**src/rtl/alu_issue_queue.sv**
```systemverilog
// Out-of-order ALU issue queue: compacting age-ordered entries, operand wakeup from the ALU
// result broadcast, oldest-ready select. Optional same-cycle bypass under ALU_IQ_FASTPATH_EN.
module alu_issue_queue #(
  parameter int unsigned DEPTH = 4,
  parameter int unsigned TAGW  = 4
) (
  input  logic            clk,
  input  logic            rstn,
  input  logic            i_flush,
  input  logic            i_driveFromDispatch,
  output logic            o_freeToDispatch,
  input  logic [3:0]      i_controlFromDispatch_4,
  input  logic [TAGW-1:0] i_tagFromDispatch_4,
  input  logic [4:0]      i_areg_5,
  input  logic            i_src1Ready,
  input  logic [TAGW-1:0] i_src1Tag_4,
  input  logic [31:0]     i_src1Value_32,
  input  logic            i_src2Ready,
  input  logic [TAGW-1:0] i_src2Tag_4,
  input  logic [31:0]     i_src2Value_32,
  input  logic            i_driveFromAlu,
  input  logic [31:0]     i_resultFromAlu_32,
  input  logic [TAGW-1:0] i_indexFromAlu_4,
  output logic            o_driveToAlu,
  input  logic            i_freeFromAlu,
  output logic [3:0]      o_controlToAlu_4,
  output logic [TAGW-1:0] o_tagToAlu_4,
  output logic [31:0]     o_oprand1ToAlu_32,
  output logic [31:0]     o_oprand2ToAlu_32,
  output logic [4:0]      o_areg_5
);

  localparam int unsigned CntW = $clog2(DEPTH + 1);

  typedef struct packed {
    logic            valid;
    logic [3:0]      control;
    logic [TAGW-1:0] tag;
    logic [4:0]      areg;
    logic            src1Ready;
    logic [TAGW-1:0] src1Tag;
    logic [31:0]     src1Value;
    logic            src2Ready;
    logic [TAGW-1:0] src2Tag;
    logic [31:0]     src2Value;
  } iqEntry_t;

  iqEntry_t        entryQ [DEPTH];
  iqEntry_t        entryD [DEPTH];
  logic [CntW-1:0] countQ, countD;

  iqEntry_t newEntry;
  logic     dispatchFire;
  logic     selFound;
  int       selIdx;
  logic     fastValid;
  logic     issueStored;
  logic     fastTaken;

  assign o_freeToDispatch = (countQ < CntW'(DEPTH));
  assign dispatchFire     = i_driveFromDispatch & o_freeToDispatch;

  // Incoming entry, with a same-cycle broadcast folded in so no wakeup is lost.
  always_comb begin
    newEntry           = '0;
    newEntry.valid     = 1'b1;
    newEntry.control   = i_controlFromDispatch_4;
    newEntry.tag       = i_tagFromDispatch_4;
    newEntry.areg      = i_areg_5;
    newEntry.src1Ready = i_src1Ready;
    newEntry.src1Tag   = i_src1Tag_4;
    newEntry.src1Value = i_src1Value_32;
    newEntry.src2Ready = i_src2Ready;
    newEntry.src2Tag   = i_src2Tag_4;
    newEntry.src2Value = i_src2Value_32;
    if (i_driveFromAlu && !i_src1Ready && (i_src1Tag_4 == i_indexFromAlu_4)) begin
      newEntry.src1Ready = 1'b1;
      newEntry.src1Value = i_resultFromAlu_32;
    end
    if (i_driveFromAlu && !i_src2Ready && (i_src2Tag_4 == i_indexFromAlu_4)) begin
      newEntry.src2Ready = 1'b1;
      newEntry.src2Value = i_resultFromAlu_32;
    end
  end

  // Oldest-ready select; descending scan so the lowest ready slot wins.
  always_comb begin
    selFound          = 1'b0;
    selIdx            = 0;
    fastValid         = 1'b0;
    o_controlToAlu_4  = '0;
    o_tagToAlu_4      = '0;
    o_oprand1ToAlu_32 = '0;
    o_oprand2ToAlu_32 = '0;
    o_areg_5          = '0;
    for (int i = DEPTH - 1; i >= 0; i--) begin
      if (entryQ[i].valid && entryQ[i].src1Ready && entryQ[i].src2Ready) begin
        selFound          = 1'b1;
        selIdx            = i;
        o_controlToAlu_4  = entryQ[i].control;
        o_tagToAlu_4      = entryQ[i].tag;
        o_oprand1ToAlu_32 = entryQ[i].src1Value;
        o_oprand2ToAlu_32 = entryQ[i].src2Value;
        o_areg_5          = entryQ[i].areg;
      end
    end
`ifdef ALU_IQ_FASTPATH_EN
    if (!selFound && dispatchFire && newEntry.src1Ready && newEntry.src2Ready) begin
      fastValid         = 1'b1;
      o_controlToAlu_4  = newEntry.control;
      o_tagToAlu_4      = newEntry.tag;
      o_oprand1ToAlu_32 = newEntry.src1Value;
      o_oprand2ToAlu_32 = newEntry.src2Value;
      o_areg_5          = newEntry.areg;
    end
`endif
    o_driveToAlu = selFound | fastValid;
  end

  assign issueStored = selFound & i_freeFromAlu;
  assign fastTaken   = fastValid & i_freeFromAlu;

  // Order matters: wakeup, then compaction for issue, then enqueue at the post-issue tail.
  always_comb begin
    entryD = entryQ;
    countD = countQ;
    if (i_driveFromAlu) begin
      for (int i = 0; i < DEPTH; i++) begin
        if (entryD[i].valid && !entryD[i].src1Ready &&
            (entryD[i].src1Tag == i_indexFromAlu_4)) begin
          entryD[i].src1Ready = 1'b1;
          entryD[i].src1Value = i_resultFromAlu_32;
        end
        if (entryD[i].valid && !entryD[i].src2Ready &&
            (entryD[i].src2Tag == i_indexFromAlu_4)) begin
          entryD[i].src2Ready = 1'b1;
          entryD[i].src2Value = i_resultFromAlu_32;
        end
      end
    end
    if (issueStored) begin
      for (int i = 0; i < DEPTH - 1; i++) begin
        if (i >= selIdx) entryD[i] = entryD[i+1];
      end
      entryD[DEPTH-1] = '0;
      countD          = countD - CntW'(1);
    end
    if (dispatchFire && !fastTaken) begin
      for (int i = 0; i < DEPTH; i++) begin
        if (CntW'(i) == countD) entryD[i] = newEntry;
      end
      countD = countD + CntW'(1);
    end
    if (i_flush) begin
      for (int i = 0; i < DEPTH; i++) entryD[i] = '0;
      countD = '0;
    end
  end

  always_ff @(posedge clk or negedge rstn) begin
    if (!rstn) begin
      for (int i = 0; i < DEPTH; i++) entryQ[i] <= '0;
      countQ <= '0;
    end else begin
      entryQ <= entryD;
      countQ <= countD;
    end
  end

endmodule

```
**config.mk**
```make
export PLATFORM = sky130hd
export DESIGN_NAME = alu_issue_queue
export DESIGN_NICKNAME = d
export VERILOG_FILES = /design/src/rtl/alu_issue_queue.sv
export SDC_FILE = /design/constraint.sdc
export NUM_CORES = 1
export LEC_CHECK = 0
export BUFFER_PORTS_ARGS = -buffer_cell sky130_fd_sc_hd__buf_4
export CAP_MARGIN = 20
export CELL_PAD_IN_SITES_DETAIL_PLACEMENT = 0
export CELL_PAD_IN_SITES_GLOBAL_PLACEMENT = 2
export CORE_MARGIN = 2
export CORE_UTILIZATION = 38
export CTS_CLUSTER_SIZE = 8
export DETAILED_ROUTE_END_ITERATION = 8
export GPL_TIMING_DRIVEN = 0
export PLACE_DENSITY = 0.91
export SLEW_MARGIN = 20
export SYNTH_ARGS = -nofsm -noshare
export SYNTH_HDL_FRONTEND = slang
export SYNTH_SLANG_ARGS = --single-unit
```
**constraint.sdc**
```tcl
create_clock -name clk -period 4.69 [get_ports clk]
set_clock_uncertainty 0.2 [all_clocks]
set_input_delay 0.469 -clock clk [delete_from_list [all_inputs] [get_ports clk]]
set_output_delay 0.469 -clock clk [all_outputs]
set_load 0.005 [all_outputs]
```
# Yosys cells after proc, flatten, opt, wreduce, memory -nomap -nowiden
# Index checks and enable logic that the tools add are counted.
# W data, S select, Z words.
totals:
  ff_bits: 355
  latchBits: 0
  mem_bits_rw: 0
  mem_bits_ro: 0
  inputBits: 129
  out_inout_bits: 79
  wordCells: 174
  n_memories: 0
classes:
  addsub: 2
  n_mul: 0
  n_div: 0
  order_cmp: 4
  n_eq_ne: 13
  shift: 0
  muxes: 73
  n_bitwise: 2
  reduce_logical: 39
ops:
  columns: ["op", "count"]
  rows:
  - ["$mux W352", 3]
  - ["$mux W32", 25]
  - ["$mux W88", 7]
  - ["$mux W33", 4]
  - ["$eq A4 B4 Y1", 10]
  - ["$ge A1 B32 Y1 const A", 1]
  - ["$ge A2 B32 Y1 const A", 1]
  - ["$ge A3 B32 Y1 const A", 1]
  - ["$mux W4", 8]
  - ["$logic_and A1 B1 Y1", 28]
  - ["$mux W5", 4]
  - ["$mux W1", 18]
  - ["$logic_not A1 Y1", 10]
  - ["$mux W3", 3]
  - ["$eq A2 B3 Y1 const A", 2]
  - ["$add A3 B1 Y3 const B", 1]
  - ["$eq A1 B3 Y1 const A", 1]
  - ["$logic_not A3 Y1", 1]
  - ["$lt A3 B3 Y1 const B", 1]
  - ["$sub A3 B1 Y3 const B", 1]
  - ["$and A1 B1 Y1", 2]
  - ["$mux W2", 1]

# Logic depth before layout (Yosys ltp)
logic_depth:
  depth_word: 12
  ltp_mapped: 14
  depth_no_buf: 10

# Worst setup path after synthesis
# Ideal clock, no wire load.
synth_timing:
  kind: "reg2reg"
  startpoint: "register entryQ[300] (netlist bit)"
  endpoint: "register entryQ[81] (netlist bit)"
  setup_ns: 0.078
  arrival_ns: 3.068
  required_ns: 4.412
  setup_slack_ns: 1.344
  stages_incl_launch_ff: 15
  n_path_buf: 6
  period_less_slack_ns: 3.346
  cell_sequence: "dfrtp_1 -> and3_1 -> buf_2 -> o41ai_4 -> buf_2 -> buf_1 -> nand3_1 -> o31ai_1 -> ha_1 -> and2_1 -> clkbuf_1 -> clkbuf_1 -> clkbuf_1 -> nand2_1 -> a21oi_1"
synth_lines:
  columns: ["item", "line", "rtl"]
  rows:
  - ["from (decl)", "48", "iqEntry_t entryQ [DEPTH];"]
  - ["from (signal assigned)", "165", "entryQ <= entryD;"]

# Final worst setup path
layout_timing:
  startpoint: "register entryQ[161] (netlist bit)"
  endpoint: "output port o_oprand1ToAlu_32[19]"
layout_between:
  elab_chain_cells: 5
layout_rtl:
  columns: ["item", "line", "rtl"]
  rows:
  - ["$logic_and A1 B1 Y1 (2 in series)", "97", "if (entryQ[i].valid && entryQ[i].src1Ready && entryQ[i].src2Ready) begin"]
  - ["$mux W32 (3 in series)", "97", null]
  - ["to (decl)", "28", "output logic [31:0] o_oprand1ToAlu_32,"]
# No other way between the ends.

==> results.sh <==
export IMPL_final_area_um2=25910
export IMPL_fin_hold_ws_ps=97.01
export IMPL_synth_edff_count=0
export IMPL_pre_cts_slack_ps=-41.67
export IMPL_synth_nets=2569
export IMPL_status="complete, no violations"
export IMPL_place_congestion=0.9224
export IMPL_fp_dieH_um=244.6
export IMPL_crit_type="reg2out"
export IMPL_dpl_cell_area_um2=24360
export IMPL_ys_warn_count=0
export IMPL_nets=2817
export IMPL_synthDistinctLibCells=60
export IMPL_syn_inst=2438
export IMPL_h_tree_depth=2
export IMPL_routed_wl_um=96680
export IMPL_rsz0062_at_grt="false"
export IMPL_synth_seq_cells=355
export IMPL_hold_path_depth=4
export IMPL_fin_cells=3460
export IMPL_rr_worst_depth=13
export IMPL_postCtsSetupBuffers=0
export IMPL_grtUsageMet1_pct=42.22
export IMPL_detail_route_antenna_nets=0
export IMPL_cts_sinks=355
export IMPL_met2_usage_pct=48.51
export IMPL_die_w_um=244.6
export IMPL_drive_gt1_share_pct=16.25
export IMPL_leakage_uw=0.01058
export IMPL_worstPathRequired_ps=4020
export IMPL_fillCellCount=5641
export IMPL_p_per_area_nw_per_um2=308.7
export IMPL_core_area_um2=57480
export IMPL_cts_tree="done"
export IMPL_overflow=0
export IMPL_ioPinCount=208
export IMPL_critPathLaunchType="flip-flop"
export IMPL_busiest_layer="met2"
export IMPL_fin_setup_tns_ps=0
export IMPL_ys_seq_area_share_pct=40.38
export IMPL_antenna_found_initial=4
export IMPL_setup_violations=0
export IMPL_cp_arrival_ps=3800
export IMPL_synthFlopType="dfrtp_1"
export IMPL_hold_violations=0
export IMPL_clkLatencyLatePin_ps=590
export IMPL_post_route_drc_count=0
export IMPL_max_slew_margin_pct=21.02
export IMPL_path_clk_slew_ps=50
export IMPL_syn_avg_cell_area_um2=9.024
export IMPL_synth_async_reset_ratio_pct=100.0
export IMPL_met3_usage_pct=7.413
export IMPL_grt_max_degree=94
export IMPL_layout_setup_ws_ps=217.2
export IMPL_die_area_um2=59830
export IMPL_cts_root_buffer="clkbuf_16"
export IMPL_r2r_start="entryQ[300]$_DFF_PN0_"
export IMPL_vias=22350
export IMPL_tightest_slew_ps=1185
export IMPL_drtIter0Drc=2825
export IMPL_hpwlAfterDp_um=67980
export IMPL_r2r_end="entryQ[78]$_DFF_PN0_"
export IMPL_rrSetupSlack_ps=370
export IMPL_track_usage_pct=31.29
export IMPL_synthesis_area_um2=22000
export IMPL_fin_crit_sh_pct=95.37
export IMPL_area_growth_pct=17.79
export IMPL_post_drt_wl_per_cell_um=27.94
export IMPL_max_cap_viol_count=0
export IMPL_grt_pass1_wl_um=142500
export IMPL_rows=88
export IMPL_start_util_pct=38.28
export IMPL_min_delay_worst_endpoint="entryQ[332]$_DFF_PN0_"
export IMPL_vias_per_cell=6.459
export IMPL_path_max_fanout=10
export IMPL_port_buffer_count=170
export IMPL_cts_made_buffers=50
export IMPL_ir_worst_vdd_uv=247.9
export IMPL_clock_path_buffers=3
export IMPL_finalWorstPathRequiredPeriod_ps=4473
export IMPL_first_pass_iters=5
export IMPL_min_path_type="in2reg"
export IMPL_dp_cells=3377
export IMPL_min_from="i_flush"
export IMPL_grt_pass1_vias=22310
export IMPL_finalMaxSlewViolations=0
export IMPL_critPathCaptureType="primary output"
export IMPL_max_freq_mhz=223.6
## layout by cell type (no fill, tap or decap), types with 65 or more instances in the layout
cell / instances
mux2_2: 65
o32ai_1: 69
clkbuf_1: 223
a21oi_1: 100
mux2i_1: 88
o21ai_0: 282
nand3_1: 97
buf_4: 175
dfrtp_1: 355
nand2_1: 259
nor2_1: 240
a221o_1: 77
## sequential cells by signal (all words and copies together) (netlist names)
| signal | flops |
|---|---|
| entryQ | 352 |
| countQ | 3 |
## final cells by class
type	count	area, um^2	share of cell area (%)
timing repair buffer	197	1624	6.267
buffer	295	1260	4.862
clock buffer	55	1301	5.021
antenna	5	12.51	0.04828
multi-input combinational	1779	11840	45.68
inverter	8	30.03	0.1159
tap	765	957.2	3.694
sequential	355	8884	34.28
clock inverter	1	8.758	0.03380
## layer usage
| metal | share of wire, % | up-vias | wire [um] |
|---|---|---|---|
| met5 | 0.058 | - | 56 |
| li1 | - | 9656 | - |
| met3 | 9.4 | 250 | 9098 |
| met1 | 41 | 11080 | 40110 |
| met4 | 4.0 | 4 | 3906 |
| met2 | 45 | 1356 | 43510 |
## worst max path at each step
stage	slack (ps)	cells past startpoint	endpoint	from
global placement	-780	1	entryQ[273]$_DFF_PN0_	rstn
finish	220	10	o_oprand1ToAlu_32[19]	entryQ[161]$_DFF_PN0_
floorplan	1340	14	entryQ[81]$_DFF_PN0_	entryQ[300]$_DFF_PN0_
detailed placement	-40	14	entryQ[83]$_DFF_PN0_	entryQ[300]$_DFF_PN0_
CTS	40	14	entryQ[59]$_DFF_PN0_	entryQ[300]$_DFF_PN0_
global route	80	10	o_oprand1ToAlu_32[19]	entryQ[161]$_DFF_PN0_
## power breakdown
group | total, uW | leakage [uW] | internal (uW) | switching (uW)
clock network | 3320 | 0.000644 | 1920 | 1400
registers | 3410 | 0.00487 | 3260 | 149
logic | 1260 | 0.00506 | 455 | 807
total | 8000 | 0.0106 | 5640 | 2360
## synthesized netlist by cell type, types with 6 or more instances
library cell,number,share of area [%]
a211oi_1,28,0.96
a21oi_1,100,2.3
a221o_1,77,3.5
a222oi_1,31,1.4
a2bb2oi_1,63,2.5
a311oi_1,42,1.7
buf_1,6,0.10
buf_2,49,1.1
buf_4,6,0.20
buf_6,8,0.41
clkbuf_1,227,3.9
dfrtp_1,355,40
inv_1,7,0.12
mux2_2,65,3.3
mux2i_1,88,4.0
nand2_1,259,4.4
nand2b_1,38,1.1
nand3_1,97,2.2
nor2_1,240,4.1
nor3_1,10,0.23
o21ai_0,282,6.4
o221ai_1,33,1.3
o22a_1,33,1.3
o22ai_1,34,0.97
o31ai_1,34,1.2
o32ai_1,69,2.7
o32ai_2,59,4.4
or3_1,8,0.23
xnor2_1,26,1.0
xor2_1,17,0.68
## through the flow
stage / utilization, % / power (uW)
2_1_floorplan: - / 4152
3_3_place_gp: 42.16 / 4623
3_5_place_dp: 42.38 / 4670
4_1_cts: 45.06 / 7982
5_1_grt: 45.07 / 8242
6_report: 45.09 / 8001
## logic make-up after synthesis
group,synth area share [%]
mux,7.331
flops,40.38
fa+ha+maj,0.1137
buf+inv,5.841
simple gates,13.13
xor+xnor,1.712
compound gates,31.49
## critical path, stage by stage, from the launching register on
cell and delay (ps):
dfrtp_1 430, and3_1 240, buf_2 240, nor2b_1 140, clkbuf_1 280, buf_2 480, buf_1 560, a221o_1 250
o21ai_0 70, o21ai_0 340, buf_4 180
## timing repair
item                       CTS  global route
hold endpoints to repair   225             0
setup endpoints to repair   24            49
resized for setup            2            10
hold buffers                23             0
(Power assumes the default switching activity.)
